**src/rtl/debug_probe_serializer.sv**
```systemverilog
// Serialises NUM_CH asynchronous probe bits onto debug_out: round-robin scan,
// framed snapshot (sync word + data + even parity), or single-channel hold.
module debug_probe_serializer #(
   parameter int                NUM_CH    = 16,
   parameter int                ADDR_W    = 4,
   parameter int                SYNC_W    = 8,
   parameter logic [SYNC_W-1:0] SYNC_WORD = 8'hA5,
   parameter int                CNT_W     = 8
) (
   input  logic              debug_clk,
   input  logic              reset,
   input  logic [NUM_CH-1:0] probe_in,
   input  logic [1:0]        mode,
   input  logic [ADDR_W-1:0] sel_addr,
   input  logic              sticky_en,
   input  logic              trig_en,
   input  logic [ADDR_W-1:0] trig_sel,
   output logic              debug_out,
   output logic              frame_start,
   output logic [CNT_W-1:0]  frame_count
);

   localparam int BC_MAX = (NUM_CH > SYNC_W) ? NUM_CH : SYNC_W;
   localparam int BC_W   = (BC_MAX > 1) ? $clog2(BC_MAX) : 1;

   typedef enum logic [1:0] {IDLE, SYNC, DATA, PAR} state_t;

   state_t              state, state_n;
   logic [BC_W-1:0]     cnt, cnt_n;
   logic [ADDR_W-1:0]   addr, addr_n;
   logic [1:0]          mode_q;
   logic [NUM_CH-1:0]   sync1, sp, sp_d, acc, snap, snap_src;
   logic [SYNC_W-1:0]   sync_sh;
   logic                par;
   logic                dout_n, fs_n, fc_inc, load, boundary, trig_edge;

   // Channel mux; addresses at or beyond NUM_CH read as 0.
   function automatic logic pick(input logic [NUM_CH-1:0] v, input logic [ADDR_W-1:0] a);
      logic r;
      r = 1'b0;
      for (int i = 0; i < NUM_CH; i++)
         if (a == ADDR_W'(i)) r = v[i];
      return r;
   endfunction

   assign boundary  = (state == IDLE) || (state == PAR);
   assign trig_edge = pick(sp, trig_sel) & ~pick(sp_d, trig_sel);
   assign snap_src  = sticky_en ? (acc | sp) : sp;

   always_comb begin
      state_n = state;
      cnt_n   = cnt;
      addr_n  = '0;
      dout_n  = 1'b0;
      fs_n    = 1'b0;
      fc_inc  = 1'b0;
      case (state)
         IDLE: begin
            if (mode_q == 2'b01) begin
               if (!trig_en || trig_edge) begin
                  state_n = SYNC;
                  cnt_n   = '0;
               end
            end else if (mode_q == 2'b10) begin
               dout_n = pick(sp, sel_addr);
            end else begin
               dout_n = pick(sp, addr);
               fs_n   = (addr == '0);
               addr_n = (addr == ADDR_W'(NUM_CH-1)) ? '0 : addr + 1'b1;
            end
         end
         SYNC: begin
            dout_n = sync_sh[SYNC_W-1];
            fs_n   = (cnt == '0);
            if (cnt == BC_W'(SYNC_W-1)) begin
               state_n = DATA;
               cnt_n   = '0;
            end else begin
               cnt_n = cnt + 1'b1;
            end
         end
         DATA: begin
            dout_n = snap[0];
            if (cnt == BC_W'(NUM_CH-1)) begin
               state_n = PAR;
               cnt_n   = '0;
            end else begin
               cnt_n = cnt + 1'b1;
            end
         end
         PAR: begin
            dout_n  = par;
            fc_inc  = 1'b1;
            cnt_n   = '0;
            // the incoming mode is what the boundary latches, so decide on it
            state_n = (mode == 2'b01 && !trig_en) ? SYNC : IDLE;
         end
         default: state_n = IDLE;
      endcase
   end

   assign load = (state_n == SYNC) && (state != SYNC);

   always_ff @(posedge debug_clk or posedge reset) begin
      if (reset) begin
         sync1       <= '0;
         sp          <= '0;
         sp_d        <= '0;
         acc         <= '0;
         snap        <= '0;
         par         <= 1'b0;
         sync_sh     <= '0;
         state       <= IDLE;
         cnt         <= '0;
         addr        <= '0;
         mode_q      <= 2'b00;
         debug_out   <= 1'b0;
         frame_start <= 1'b0;
         frame_count <= '0;
      end else begin
         sync1       <= probe_in;
         sp          <= sync1;
         sp_d        <= sp;
         state       <= state_n;
         cnt         <= cnt_n;
         addr        <= addr_n;
         debug_out   <= dout_n;
         frame_start <= fs_n;
         if (boundary) mode_q <= mode;
         if (fc_inc) frame_count <= frame_count + 1'b1;
         // snapshot and sync word are shifted out, parity is fixed at capture
         if (load) begin
            snap    <= snap_src;
            par     <= ^snap_src;
            sync_sh <= SYNC_WORD;
            acc     <= '0;
         end else begin
            acc <= acc | sp;
            if (state == SYNC) sync_sh <= sync_sh << 1;
            if (state == DATA) snap <= snap >> 1;
         end
      end
   end

endmodule

```
**config.mk**
```make
export PLATFORM = sky130hd
export DESIGN_NAME = debug_probe_serializer
export DESIGN_NICKNAME = d
export VERILOG_FILES = /design/src/rtl/debug_probe_serializer.sv
export SDC_FILE = /design/constraint.sdc
export NUM_CORES = 1
export LEC_CHECK = 0
export ABC_AREA = 1
export BUFFER_PORTS_ARGS = -buffer_cell sky130_fd_sc_hd__buf_4
export CAP_MARGIN = 0
export CORE_MARGIN = 3
export CORE_UTILIZATION = 50
export CTS_CLUSTER_DIAMETER = 50
export DETAILED_ROUTE_END_ITERATION = 10
export GPL_TIMING_DRIVEN = 0
export PLACE_DENSITY = 0.71
export SYNTH_ARGS = -nofsm -noshare
export SYNTH_HDL_FRONTEND = slang
export SYNTH_SLANG_ARGS = --single-unit
```
**constraint.sdc**
```tcl
create_clock -name debug_clk -period 3.3 [get_ports debug_clk]
set_input_delay 0.33 -clock debug_clk [delete_from_list [all_inputs] [get_ports debug_clk]]
set_output_delay 0.33 -clock debug_clk [all_outputs]
set_load 0.01 [all_outputs]
```
* Yosys cells after proc, flatten, opt, wreduce, memory -nomap -nowiden
Cells that the tools add are included.
** Storage, ports and cells
- Flip-flop bits (word level) :: 111
- Bits of input ports :: 30
- Output and inout port bits :: 10
- Word-level logic and storage cells :: 183
** Operators by class
- $add $sub $neg :: 3
- Equal/unequal tests :: 57
- Muxes and demuxes :: 92
- Bitwise logic cells :: 3
- Reduce and logical (&&, ||, !) cells :: 14
** Operators by type and width (number)
- $eq 4x4->1 const B :: 25
- $mux 1 :: 70
- $mux 16 :: 4
- $eq 4x3->1 const B :: 13
- $mux 4 :: 8
- $eq 4x2->1 const B :: 6
- $logic_not 4->1 :: 4
- $mux 8 :: 2
- $or 16x16->16 :: 1
- $pmux 4 s4 :: 1
- $reduce_xor 16->1 :: 1
- $eq 4x1->1 const B :: 3
- $add 4x1->4 const B :: 2
- $add 8x1->8 const B :: 1
- $eq 2x1->1 const B :: 4
- $mux 2 :: 4
- $pmux 2 s4 :: 1
- $eq 2x2->1 const B :: 3
- $ne 2x1->1 const B :: 3
- $pmux 1 s4 :: 1
- $reduce_bool 2->1 :: 2
- $logic_and 1x1->1 :: 2
- $logic_not 2->1 :: 1
- $logic_or 1x1->1 :: 2
- 5 further kinds :: 5

* Longest topological paths before layout
Gate-level depths: netlist of the first run.
- Depth after elaboration :: 26
- Depth in mapped cells :: 22
- Gate-level depth less buffers :: 21

* Worst setup path before layout of the first run
Ideal clock, no wire load.
- Path type :: in2reg
- Start :: input port trig_sel[0]
- End :: register snap[0]
- Setup time :: 117 ps
- Data arrival time :: 1880 ps
- Data required time :: 3183 ps
- Setup slack :: 1303 ps
- Stages on the path :: 20
- Path buffers :: 2
- Cell sequence :: nor2_1 nand3_1 nand2_1 nor2_1 nand4_1 nor2_1 nand3_1 nand3_1 nand3_1 nand2_1 nand4_2 nand2_4 buf_6 nand2_4 nand2_4 nor2_8 buf_8 nand3_2 nand2_1 nand2_1
** Between the ends
- Cells in the longest elaborated chain, start to end :: 26
- Elaborated cells on any way between the ends :: 58
- Those cells by class :: eq/ne (16); mux (36); bitwise (2); reduce/logical (4)
** RTL lines
- start: declaration :: RTL line 17 : input logic [ADDR_W-1:0] trig_sel,
- $logic_not 4->1 :: RTL line 42 : if (a == ADDR_W'(i)) r = v[i];
- $mux 1 (16 in a row) :: RTL line 42
- $not 1->1 :: RTL line 47 : assign trig_edge = pick(sp, trig_sel) & ~pick(sp_d, trig_sel);
- $and 1x1->1 (*) :: RTL line 47
- $logic_or 1x1->1 (*) :: RTL line 60 : if (!trig_en || trig_edge) begin
- $mux 2 (*) :: RTL line 60
- $mux 2 (*) :: RTL line 59 : if (mode_q == 2'b01) begin
- $pmux 2 s4 (*) :: RTL line 57 : case (state)
- $eq 2x1->1 (*) :: RTL line 102 : assign load = (state_n == SYNC) && (state != SYNC);
- $logic_and 1x1->1 (*) :: RTL line 102
- $mux 16 or $reduce_bool 2->1 (tied branches)
- end signal: assignment :: RTL line 133 : snap <= snap_src;
- end signal: assignment :: RTL line 140 : if (state == DATA) snap <= snap >> 1;
- end: declaration :: RTL line 32 : logic [NUM_CH-1:0] sync1, sp, sp_d, acc, snap, snap_src;
Every way passes the cells marked *; elsewhere a longest branch is shown, timed or not.
A chain may end at the register's enable or synchronous reset.

* Worst setup path in the final report of the first run
- Start :: register state[0]
- End :: register snap[11]
** Between the ends
- Elaborated cells on any way between the ends :: 14
- Those cells by class :: eq/ne (5); mux (6); reduce/logical (3)
** RTL lines
- start: declaration :: RTL line 28 : state_t state, state_n;
- start signal: assignment :: RTL line 124 : state <= state_n;
- $eq 2x2->1 (tied with other cells) :: RTL line 57
- $pmux 2 s4 (*) :: RTL line 57
- named net state_n[1] :: RTL line 28
- $eq 2x1->1 (*) :: RTL line 102
- $logic_and 1x1->1 (*) :: RTL line 102
- $mux 16 or $reduce_bool 2->1 (tied branches)
The timed path passes the listed nets; every way through them passes the cells marked *.

==> metrics.md, run 1 <==
| Metric | Value |
|---|---|
| Num ports | `40` |
| Crit path from | `state[0]$_DFF_PP0_` |
| GRT overflow | `0` |
| Placed insts | `761` |
| DR vias | `4005` |
| Vias in the first global route | `3944` |
| Root buffer cell | `clkbuf_8` |
| Max Fclk | `422.7 MHz` |
| Worst endpoint required time | `approximately 3.6 ns` |
| Crit path max-delay cell type | `dfrtp_1` |
| Pre-Repair DR Iteration Count | `5` |
| Endpoint type of the worst setup path | `register` |
| Post-DRT Antenna Nets | `0` |
| Util after Layout | `58.28%` |
| Layout cells sized above 1 | `16.85%` |
| WL per Instance | `between 10 and 15 um` |
| DP HPWL | `just under 8000 um` |
| Area grow syn2layout | `13.13%` |
| Worst Reg-to-Reg Cells | `13` |
| Starting DRT DRC Count | `184` |
| Sink Count | `111` |
| Leakage | `2.916 nW` |
| Cts repair resizes | `0` |
| Synth Area per Inst | `around 9.1 um2` |
| Level count of the clock H-tree | `3` |
| Startpoint types | `register` |
| Final setup vio count | `0` |
| RR Endpoint | `snap[11]$_DFFE_PP0P_` |
| Final Hold Fails | `0` |
| N_diodes | `0` |
| Die Wd | `between 100 and 150 um` |
| Synth Net Count | `627` |
| Post-Synthesis Cells | `around 590` |
| Die Ht | `109.1 um` |
| Sum of negative setup slack | `0 ns` |
| Initial Util | `51.52%` |
| Status | `finished, final reports clean` |
| Layout Cells excl Fill | `777` |
| Hold crit path type | `in2async` |
| Initial antenna violation count | `0` |
| Rows | `37` |
| R2r setup slk | `around 0.93 ns` |
| Flops & latches, synth | `approximately 110` |
| Largest net degree at the start of global routing | `between 50 and 60` |
| Tot GR Track Use | `20.12%` |
| Synth warnings | `0` |
| Core ar. | `10320 um2` |
| R2R Path Start | `state[0]$_DFF_PP0_` |
| Total CTS buffers | `9` |
| Delay of the slowest critical-path stage | `0.41 ns` |
| Count of cell types in the netlist | `45` |
| Die ar. | `roughly 12000 um2` |
| Critical-path maximum fanout | `10` |
| CTS tree | `done` |
| First-pass GRT wire length | `18520 um` |
| Arrival time at the worst endpoint | `2.64 ns` |
| Final net count | `677` |
| Most common cell on crit path | `nand2_1` |
| Peak supply drop | `552.6 uV` |
| Clk slew on worst S/H paths | `0.09 ns` |
| Seq/Total Area, Yosys | `52.22%` |
| Rel. slew slack | `54.55%` |
| Max Clock Skew | `around 0.0096 ns` |
| Worst path cell trace | `inv_1 > ha_1 > clkbuf_1 > nor3_1 > nor3_1 > inv_1 > nand2_4 > inv_2 > nand3_4 > buf_6 > nand2_1 > nand2_1 > nand2_1` |
| RD Place Congestion | `0.9298` |
| Crit path to | `snap[11]$_DFFE_PP0P_` |
| Slew Limit Fails | `0` |
| WL final | `10740 um` |
| RSZ-0062 raised after global routing | `false` |
| Hold_buf cts | `0` |
| # Max-Cap Violations | `0` |
| DP Area | `5804 um2` |
| Drt via density | `5.154` |
| Worst setup path class | `reg2reg` |
| Crit share post-route | `71.69%` |
| Worst-Margin Slew | `0.6817 ns` |
| PortBufs | `38` |
| Final instance area | `6017 um2` |
| Power Density | `~870 nW/um2` |
| DRC viols | `0` |
| Max Buffers Root-to-Sink | `2` |
| Worst-Skew Late Latency | `0.38 ns` |
| Synthesized cell area | `5319 um2` |
| Post-CTS setup buffers | `0` |
| Final worst path period need | `2.366 ns` |
-- layout by cell type, fill, tap and decap left out, types with 3 or more instances in the layout --
cell type  instances
nand2_1          140
dfrtp_1          111
inv_1             59
nor2_1            49
nand3_1           41
buf_4             38
a21oi_1           29
o21ai_0           19
xor2_1            12
xnor2_1           11
ha_1              11
nor3_1            10
nor2_4            10
nand3_2            9
clkbuf_8           9
clkbuf_1           8
nor2_2             6
a31oi_1            6
nand2_4            4
buf_6              4
or2_2              4
o22ai_1            4
inv_2              3
nand4_1            3
nand3b_1           3
nor3b_1            3
-- how the worst min path moves through the flow --
stage / to / from / cells after the start
after floorplan: sp[0]$_DFF_PP0_ / sync1[0]$_DFF_PP0_ / 0
after global placement: sp[0]$_DFF_PP0_ / sync1[0]$_DFF_PP0_ / 0
final: state[1]$_DFF_PP0_ / reset / 2
after CTS: sync1[1]$_DFF_PP0_ / probe_in[1] / 1
after global routing: sync1[8]$_DFF_PP0_ / probe_in[8] / 1
after detailed placement: sp[14]$_DFF_PP0_ / sync1[14]$_DFF_PP0_ / 0
-- kinds of logic (layout without fill, tap and decap cells) --
kind of cell | after synthesis | in the layout | synth area share [%]
mux | 1 | 1 | 0.2117
xor+xnor | 23 | 23 | 3.787
flops | 111 | 111 | 52.22
simple gates | 290 | 290 | 26.70
fa+ha+maj | 11 | 11 | 2.588
compound gates | 71 | 71 | 7.834
buf+inv | 79 | 134 | 6.657
-- flip-flops by register name (all words and copies together), names as in the netlist, 2 cells and up --
name         cells
acc             16
snap            16
sp              16
sp_d            16
sync1           16
frame_count      8
sync_sh          8
addr             4
cnt              4
mode_q           2
state            2
-- power by group --
group	leakage, nW	total, mW	switching (mW)	internal (mW)
Clock	0.102	0.880	0.455	0.425
Sequential	1.32	1.98	0.224	1.75
Combinational	1.50	2.36	1.43	0.928
-- metrics by stage --
stage	hold WS [ns]	total power, mW	worst slack [ns]
global placement	0.3326	4.294	-1.137
finish	0.04555	5.218	0.9341
CTS	0.02241	5.271	0.9294
global route	0.02111	5.701	0.6930
floorplan	0.3312	3.844	0.03935
detailed placement	0.3347	4.373	0.7390
-- area by class of cell --
| cell class | count | area [um2] |
|---|---|---|
| Clock inverter | 6 | 85.08 |
| Multi-Input combinational cell | 396 | 2187 |
| Sequential cell | 111 | 2778 |
| Fill cell | 940 | 4307 |
| Tap cell | 136 | 170.2 |
| Buffer | 15 | 111.4 |
| Timing Repair Buffer | 39 | 312.8 |
| Inverter | 64 | 245.2 |
| Clock buffer | 10 | 127.6 |
-- Yosys cell counts, drive strengths merged --
| cell | count | share of area (%) |
|---|---|---|
| a32oi | 1 | 0.16 |
| inv | 64 | 4.6 |
| and3 | 1 | 0.12 |
| o22ai | 4 | 0.47 |
| a22oi | 1 | 0.14 |
| xnor2 | 11 | 1.8 |
| nand3 | 51 | 5.9 |
| clkbuf | 7 | 0.49 |
| o221ai | 2 | 0.33 |
| nor2 | 66 | 6.7 |
| nand2 | 146 | 11 |
| nor4 | 2 | 0.24 |
| nand4 | 4 | 0.59 |
| o21a | 1 | 0.14 |
| dfrtp | 111 | 52 |
| ha | 11 | 2.6 |
| buf | 8 | 1.6 |
| o41ai | 1 | 0.16 |
| o21ai | 20 | 1.9 |
| a221oi | 1 | 0.16 |
| a221o | 1 | 0.19 |
| nor3b | 3 | 0.42 |
| a211oi | 2 | 0.28 |
| a21oi | 31 | 3.2 |
| xor2 | 12 | 2.0 |
| nor3 | 10 | 0.94 |
| mux2 | 1 | 0.21 |
| a31oi | 6 | 0.71 |
| nand3b | 3 | 0.42 |
| or2 | 4 | 0.47 |
-- critical path, delay by kind of cell, from the launching register on --
| kind | cells | cell delay, ns |
|---|---|---|
| buf+inv | 5 | 0.94 |
| simple gates | 7 | 0.68 |
| flops | 1 | 0.41 |
| fa+ha+maj | 1 | 0.24 |
-- per-layer routing --
metal | share of wire (%) | track usage, % | vias up
met5 | 0 | 0 | -
met3 | 4.2 | 3.730 | 25
met2 | 46 | 30.22 | 92
li1 | - | - | 1981
met1 | 46 | 27.85 | 1907
met4 | 3.1 | 10.28 | 0
(Power assumes the default switching activity.)
==> inputs of run 2 (changes only) <==
--- a/config.mk
+++ b/config.mk
@@ -13,7 +13,7 @@
 export CTS_CLUSTER_DIAMETER = 50
 export DETAILED_ROUTE_END_ITERATION = 10
 export GPL_TIMING_DRIVEN = 0
-export PLACE_DENSITY = 0.71
+export PLACE_DENSITY = 0.68
 export SYNTH_ARGS = -nofsm -noshare
 export SYNTH_HDL_FRONTEND = slang
 export SYNTH_SLANG_ARGS = --single-unit
==> constraint.sdc (replaced) <==
create_clock -name debug_clk -period 2.2 [get_ports debug_clk]
set_input_delay 0.22 -clock debug_clk [delete_from_list [all_inputs] [get_ports debug_clk]]
set_output_delay 0.22 -clock debug_clk [all_outputs]
set_load 0.01 [all_outputs]
==> metrics.md, run 2 (same netlist as run 1, synthesis figures left out) <==
| Metric | Value |
|---|---|
| Worst Reg-to-Reg Cells | `19 (+6)` |
| DRC viols | `0 (unchanged)` |
| Placed insts | `762 (+0.13%)` |
| Drt via density | `5.118 (-0.72%)` |
| Layout cells sized above 1 | `23.66% (+6.8 points)` |
| Critical-path maximum fanout | `7 (-3)` |
| Worst slack at placement | `-0.2065 ns (-0.9454 ns)` |
| WL per Instance | `14.61 um (+5.7%)` |
| First-pass GRT wire length | `19410 um (+4.8%)` |
| RR Endpoint | `snap[11]$_DFFE_PP0P_` |
| Setup WS post-layout | `-0.01943 ns (-0.9536 ns)` |
| Leakage | `3.105 nW (+6.5%)` |
| R2r setup slk | `-0.02 ns (-0.95 ns)` |
| Endpoint type of the worst setup path | `register` |
| Min-delay src | `mode[1]` |
| Multi-input logic area | `2306 um2 (+5.4%)` |
| Failing checks | `setup timing` |
| Post-DRT Antenna Nets | `0 (unchanged)` |
| # Max-Cap Violations | `0 (unchanged)` |
| PortBufs | `38 (unchanged)` |
| Peak supply drop | `982.4 uV (+78%)` |
| Tot GR Track Use | `21.28% (+1.2 points)` |
| Register area | `2784 um2 (+0.23%)` |
| Power Density | `1318 nW/um2 (+52%)` |
| N_diodes | `0 (unchanged)` |
| Max Clock Skew | `0.01533 ns (+0.005780 ns)` |
| Die ar. | `11910 um2 (unchanged)` |
| Die Wd | `109.1 um (unchanged)` |
| RD Place Congestion | `0.9076 (-2.4%)` |
| Fillers | `876 (-6.8%)` |
| DP Area | `5818 um2 (+0.24%)` |
| DP HPWL | `8174 um (+5.7%)` |
| Final instance area | `6501 um2 (+8.0%)` |
| Final net count | `708 (+4.6%)` |
| Vias in the first global route | `4063 (+3.0%)` |
| Hold crit path type | `in2reg` |
| GRT overflow | `0 (unchanged)` |
| Worst setup path class | `reg2reg` |
| Arrival time at the worst endpoint | `2.52 ns (-0.12 ns)` |
| Final Hold Fails | `0 (unchanged)` |
| Slew Limit Fails | `0 (unchanged)` |
| Worst endpoint required time | `2.50 ns (-1.08 ns)` |
| Total CTS buffers | `9 (unchanged)` |
| RSZ-0062 raised after global routing | `true` |
| Initial Util | `51.52% (unchanged)` |
| Num ports | `40 (unchanged)` |
| Worst-Margin Slew | `0.8448 ns (+0.1631 ns)` |
| Max Buffers Root-to-Sink | `2 (unchanged)` |
| Startpoint types | `register` |
| Sink Count | `111 (unchanged)` |
| Status | `finished, violations left` |
| Hold Path Stages | `3` |
| Overall Power | `8.571 mW (+64%)` |
| Max Fclk | `450.6 MHz (+6.6%)` |
| Die Ht | `109.1 um (unchanged)` |
| Core ar. | `10320 um2 (unchanged)` |
| Final setup vio count | `6 (+6)` |
| Rel. slew slack | `43.56% (-11 points)` |
| Pre-Repair DR Iteration Count | `5 (unchanged)` |
| CTS tree | `done` |
| WL final | `11810 um (+9.9%)` |
| Most frequent cells in the layout | `nand2_1, dfrtp_1, inv_1` |
| Level count of the clock H-tree | `3 (unchanged)` |
| Root buffer cell | `clkbuf_8` |
| Rows | `37 (unchanged)` |
| Largest net degree at the start of global routing | `42 (-28%)` |
| Starting DRT DRC Count | `211 (+15%)` |
| Hold endpoint | `mode_q[1]$_DFFE_PP0P_` |
| Crit share post-route | `100.9% (+29 points)` |
| Layout Cells excl Fill | `808 (+4.0%)` |
| Initial antenna violation count | `0 (unchanged)` |
| Worst-Skew Late Latency | `0.40 ns (+0.02 ns)` |
| R2R Path Start | `sp[2]$_DFF_PP0_` |
| Clk slew on worst S/H paths | `0.11 ns (+0.02 ns)` |
| Final worst path period need | `2.219 ns (-0.1464 ns)` |
| Area grow syn2layout | `22.23%` |
| Commonest non-fill, non-tap cell in the layout | `nand2_1` |
| DR vias | `4135 (+3.2%)` |
-- run 2: per-layer routing --
layer  track usage, %  share of wire (%)
met5                0                  0
met1            28.48                 44
met3            5.565                5.1
met2            34.65                 50
met4            5.320                1.2
-- run 2: where the power goes --
part	internal (mW)	leakage [nW]	switching [mW]
clock	0.559	0.108	0.757
combinational	1.88	1.69	2.38
sequential	2.63	1.31	0.358
total	5.07	3.10	3.50
-- run 2: stage by stage --
stage                     TNS [ns]  utilization (%)  hold slack (ns)
after CTS                 -0.01908            60.45          0.05016
after global routing        -4.320            62.97          0.05041
after floorplan                  0                -           0.2514
final                     -0.03718            62.97          0.06194
after global placement      -11.91            55.97           0.3295
after detailed placement    -5.069            56.36           0.3303
-- run 2: repair_timing --
item                       CTS  global route
setup buffers                4             7
hold endpoints to repair    39             0
setup endpoints to repair   38            38
pin swaps                    0            15
gates cloned                 0             3
gates resized for setup      9            40
hold buffers                17             0
-- run 2: how the worst max path moves through the flow --
stage	slack [ns]	from	to
2_1_floorplan	0.22	state[0]$_DFF_PP0_	snap[10]$_DFFE_PP0P_
3_3_place_gp	-0.15	trig_sel[0]	snap[2]$_DFFE_PP0P_
3_5_place_dp	-0.21	trig_sel[0]	snap[2]$_DFFE_PP0P_
4_1_cts	-0.01	sp[2]$_DFF_PP0_	snap[11]$_DFFE_PP0P_
5_1_grt	-0.16	sp_d[0]$_DFF_PP0_	acc[0]$_DFF_PP0_
6_report	-0.02	sp[2]$_DFF_PP0_	snap[11]$_DFFE_PP0P_
-- run 2: final cells by class --
class                           instances  area share [%]
Buffer                                 14           1.886
Clock buffer                           10           1.963
Clock inverter                          6           1.328
Inverter                               64           3.830
Multi-Input combinational cell        396           35.47
Sequential cell                       111           42.82
Tap cell                              136           2.617
Timing Repair Buffer                   71           10.08
-- run 2: critical path, cell delays in order, from the launching register on --
cell,delay [ns]
dfrtp_1,0.44
inv_2,0.10
nor2_1,0.05
nor2_1,0.09
nand4_1,0.08
nor2_1,0.15
nand3_1,0.09
nand3_1,0.07
nand3_1,0.07
nand2_1,0.07
nand4_2,0.11
nand2_4,0.14
nand2_4,0.06
nand2_4,0.08
inv_4,0.04
nand3_4,0.13
buf_6,0.16
nand2_1,0.05
nand2_1,0.06
nand2_1,0.05
==> inputs of run 3 (changes only) <==
--- a/config.mk
+++ b/config.mk
@@ -13,7 +13,7 @@
 export CTS_CLUSTER_DIAMETER = 50
 export DETAILED_ROUTE_END_ITERATION = 10
 export GPL_TIMING_DRIVEN = 0
-export PLACE_DENSITY = 0.68
+export PLACE_DENSITY = 0.67
 export SYNTH_ARGS = -nofsm -noshare
 export SYNTH_HDL_FRONTEND = slang
 export SYNTH_SLANG_ARGS = --single-unit
==> metrics.md, run 3 (same netlist as run 1, synthesis figures left out) <==
| Metric | Value |
|---|---|
| Status | `finished, final reports clean` |
| Power Density | `1296 nW/um2 (-1.7%)` |
| Fillers | `882 (+0.68%)` |
| Final Hold Fails | `0 (unchanged)` |
| Vias in the first global route | `3965 (-2.4%)` |
| WL final | `11840 um (+0.26%)` |
| CTS tree | `done` |
| Worst path cell trace | `nand3_1 > nand2_1 > nor2_1 > nand3_1 > nand2_1 > nand3_1 > nand2_1 > nand3_2 > nand3_2 > nand2_2 > nand4_4 > nand2_4 > buf_6 > nand2_4 > nand2_8 > nor2_8 > clkbuf_16 > nand3_2 > nand2_1 > nand2_1` |
| Arrival time at the worst endpoint | `2.48 ns (-0.04 ns)` |
| Util after Layout | `62.93% (about the same)` |
| Initial antenna violation count | `0 (unchanged)` |
| Most common cell on crit path | `nand2_1` |
| Area grow syn2layout | `22.14% (about the same)` |
| Level count of the clock H-tree | `3 (unchanged)` |
| Leakage | `3.099 nW (-0.18%)` |
| DP HPWL | `8053 um (-1.5%)` |
| Largest net degree at the start of global routing | `39 (-7.1%)` |
| Max Fclk | `457.2 MHz (+1.5%)` |
| Pre-Repair DR Iteration Count | `5 (unchanged)` |
| Crit share post-route | `99.43% (-1.5 points)` |
| Max Buffers Root-to-Sink | `2 (unchanged)` |
| Total CTS buffers | `9 (unchanged)` |
| Combinational power share | `50.1% (+0.4 points)` |
| Root buffer cell | `clkbuf_8` |
| Tot GR Track Use | `20.60% (-0.69 points)` |
| RD Place Congestion | `0.9236 (+1.8%)` |
| Worst-Skew Late Latency | `0.40 ns (about the same)` |
| R2r setup slk | `0.01 ns (+0.03 ns)` |
| RR Endpoint | `snap[5]$_DFFE_PP0P_` |
| Post-DRT Antenna Nets | `0 (unchanged)` |
| First-pass GRT wire length | `18840 um (-2.9%)` |
| N_diodes | `0 (unchanged)` |
| RSZ-0062 raised after global routing | `true` |
| P_int | `4.881 mW (-3.8%)` |
| Rows | `37 (unchanged)` |
| Most frequent cells in the layout | `nand2_1, dfrtp_1, inv_1` |
| Slew Limit Fails | `0 (unchanged)` |
| Hold crit path type | `in2reg` |
| Die ar. | `11910 um2 (unchanged)` |
| Delay of the slowest critical-path stage | `0.38 ns (-0.06 ns)` |
| Max Clock Skew | `0.01912 ns (+0.003793 ns)` |
| Worst-Margin Slew | `0.8403 ns (-0.004453 ns)` |
| Critical-path maximum fanout | `5 (-2)` |
| Endpoint type of the worst setup path | `register` |
| DR vias | `4173 (+0.92%)` |
| Starting DRT DRC Count | `302 (+43%)` |
| Rel. slew slack | `43.86% (+0.30 points)` |
| R2R Path Start | `sp_d[0]$_DFF_PP0_` |
| Psw | `3.538 mW (+1.1%)` |
| GRT overflow | `0 (unchanged)` |
| Hold endpoint | `mode_q[1]$_DFFE_PP0P_` |
| Core ar. | `10320 um2 (unchanged)` |
| Initial Util | `51.52% (unchanged)` |
| Worst setup path class | `reg2reg` |
| Clock share of power | `14.3% (-1.1 points)` |
| Die Wd | `109.1 um (unchanged)` |
| Num ports | `40 (unchanged)` |
| Sink Count | `111 (unchanged)` |
| WL per Instance | `14.58 um (-0.23%)` |
| Drt via density | `5.139 (+0.42%)` |
| Overall Power | `8.418 mW (-1.8%)` |
| DRC viols | `0 (unchanged)` |
| Min-delay src | `mode[1]` |
| # Max-Cap Violations | `0 (unchanged)` |
| Startpoint types | `register` |
| Final net count | `712 (+0.56%)` |
| Die Ht | `109.1 um (unchanged)` |
| Hold Path Stages | `3 (unchanged)` |
| Commonest non-fill, non-tap cell in the layout | `nand2_1` |
| Peak supply drop | `834.2 uV (-15%)` |
| Clk slew on worst S/H paths | `0.12 ns (about the same)` |
| Final worst path period need | `2.187 ns (-0.03201 ns)` |
| Worst endpoint required time | `2.49 ns (about the same)` |
| Layout cells sized above 1 | `23.96% (+0.30 points)` |
| Seq pwr share | `35.6% (+0.7 points)` |
| Crit path max-delay cell type | `dfrtp_1` |
| Worst Reg-to-Reg Cells | `20 (+1)` |
| Sw Ratio | `42.02% (+1.2 points)` |
| Final setup vio count | `0 (-6)` |
| PortBufs | `38 (unchanged)` |
run 3: metal layers:
layer  wire length (um)  track usage [%]
met1               5427            27.91
met2               5504            31.49
met3                621            5.684
met4                284            8.025
met5                  0                0
run 3: repair_timing:
item	in CTS	in global routing
gates resized for setup	6	48
pin swaps	0	18
gates cloned	0	6
endpoints found under the hold margin	24	0
endpoints found under the setup margin	37	42
setup buffers	3	9
hold buffers	17	0
run 3: worst max-delay path by stage:
stage	start	end	slack, ns	depth (start not counted)
4_1_cts	sp[2]$_DFF_PP0_	snap[11]$_DFFE_PP0P_	-0.01	19
6_report	sp_d[0]$_DFF_PP0_	snap[5]$_DFFE_PP0P_	0.01	20
3_3_place_gp	trig_sel[0]	snap[2]$_DFFE_PP0P_	-0.17	21
5_1_grt	sp[0]$_DFF_PP0_	snap[0]$_DFFE_PP0P_	-0.14	19
2_1_floorplan	state[0]$_DFF_PP0_	snap[10]$_DFFE_PP0P_	0.22	13
3_5_place_dp	trig_sel[0]	snap[11]$_DFFE_PP0P_	-0.21	22
run 3: critical path: cells and delay by family (launching register included):
kind / cells / cell delay (ns)
DFF: 1 / 0.38
buffers and inverters: 2 / 0.32
and+or+nand+nor: 18 / 1.37
run 3: power groups by stage:
stage                     clock (mW)  sequential, mW  combinational (mW)
after global placement             0            2.98                3.44
after global routing            1.35            3.07                4.70
after floorplan                    0            2.94                2.83
after CTS                       1.25            2.97                3.61
final                           1.20            3.00                4.22
after detailed placement           0            3.01                3.56
run 3: layout make-up:
type	instances	area (um2)	area share [%]
sequential	111	2785	42.87
multi-input combinational	398	2332	35.90
timing repair buffer	73	646.9	9.958
inverter	64	251.5	3.871
tap	136	170.2	2.619
clock buffer	10	127.6	1.965
buffer	14	115.1	1.772
clock inverter	6	67.56	1.040
run 3: through the flow:
stage	instance area [um2]	TNS, ns	hold WS [ns]	setup slack (ns)	cells
finish	6496	0	0.04754	0.01258	812
global route	6496	-3.187	0.07653	-0.1370	812
CTS	6211	-0.009833	0.02723	-0.009833	798
detailed placement	5818	-5.346	0.3303	-0.2086	762
global placement	5778	-9.875	0.3290	-0.1687	760
floorplan	5323	0	0.2514	0.2191	586
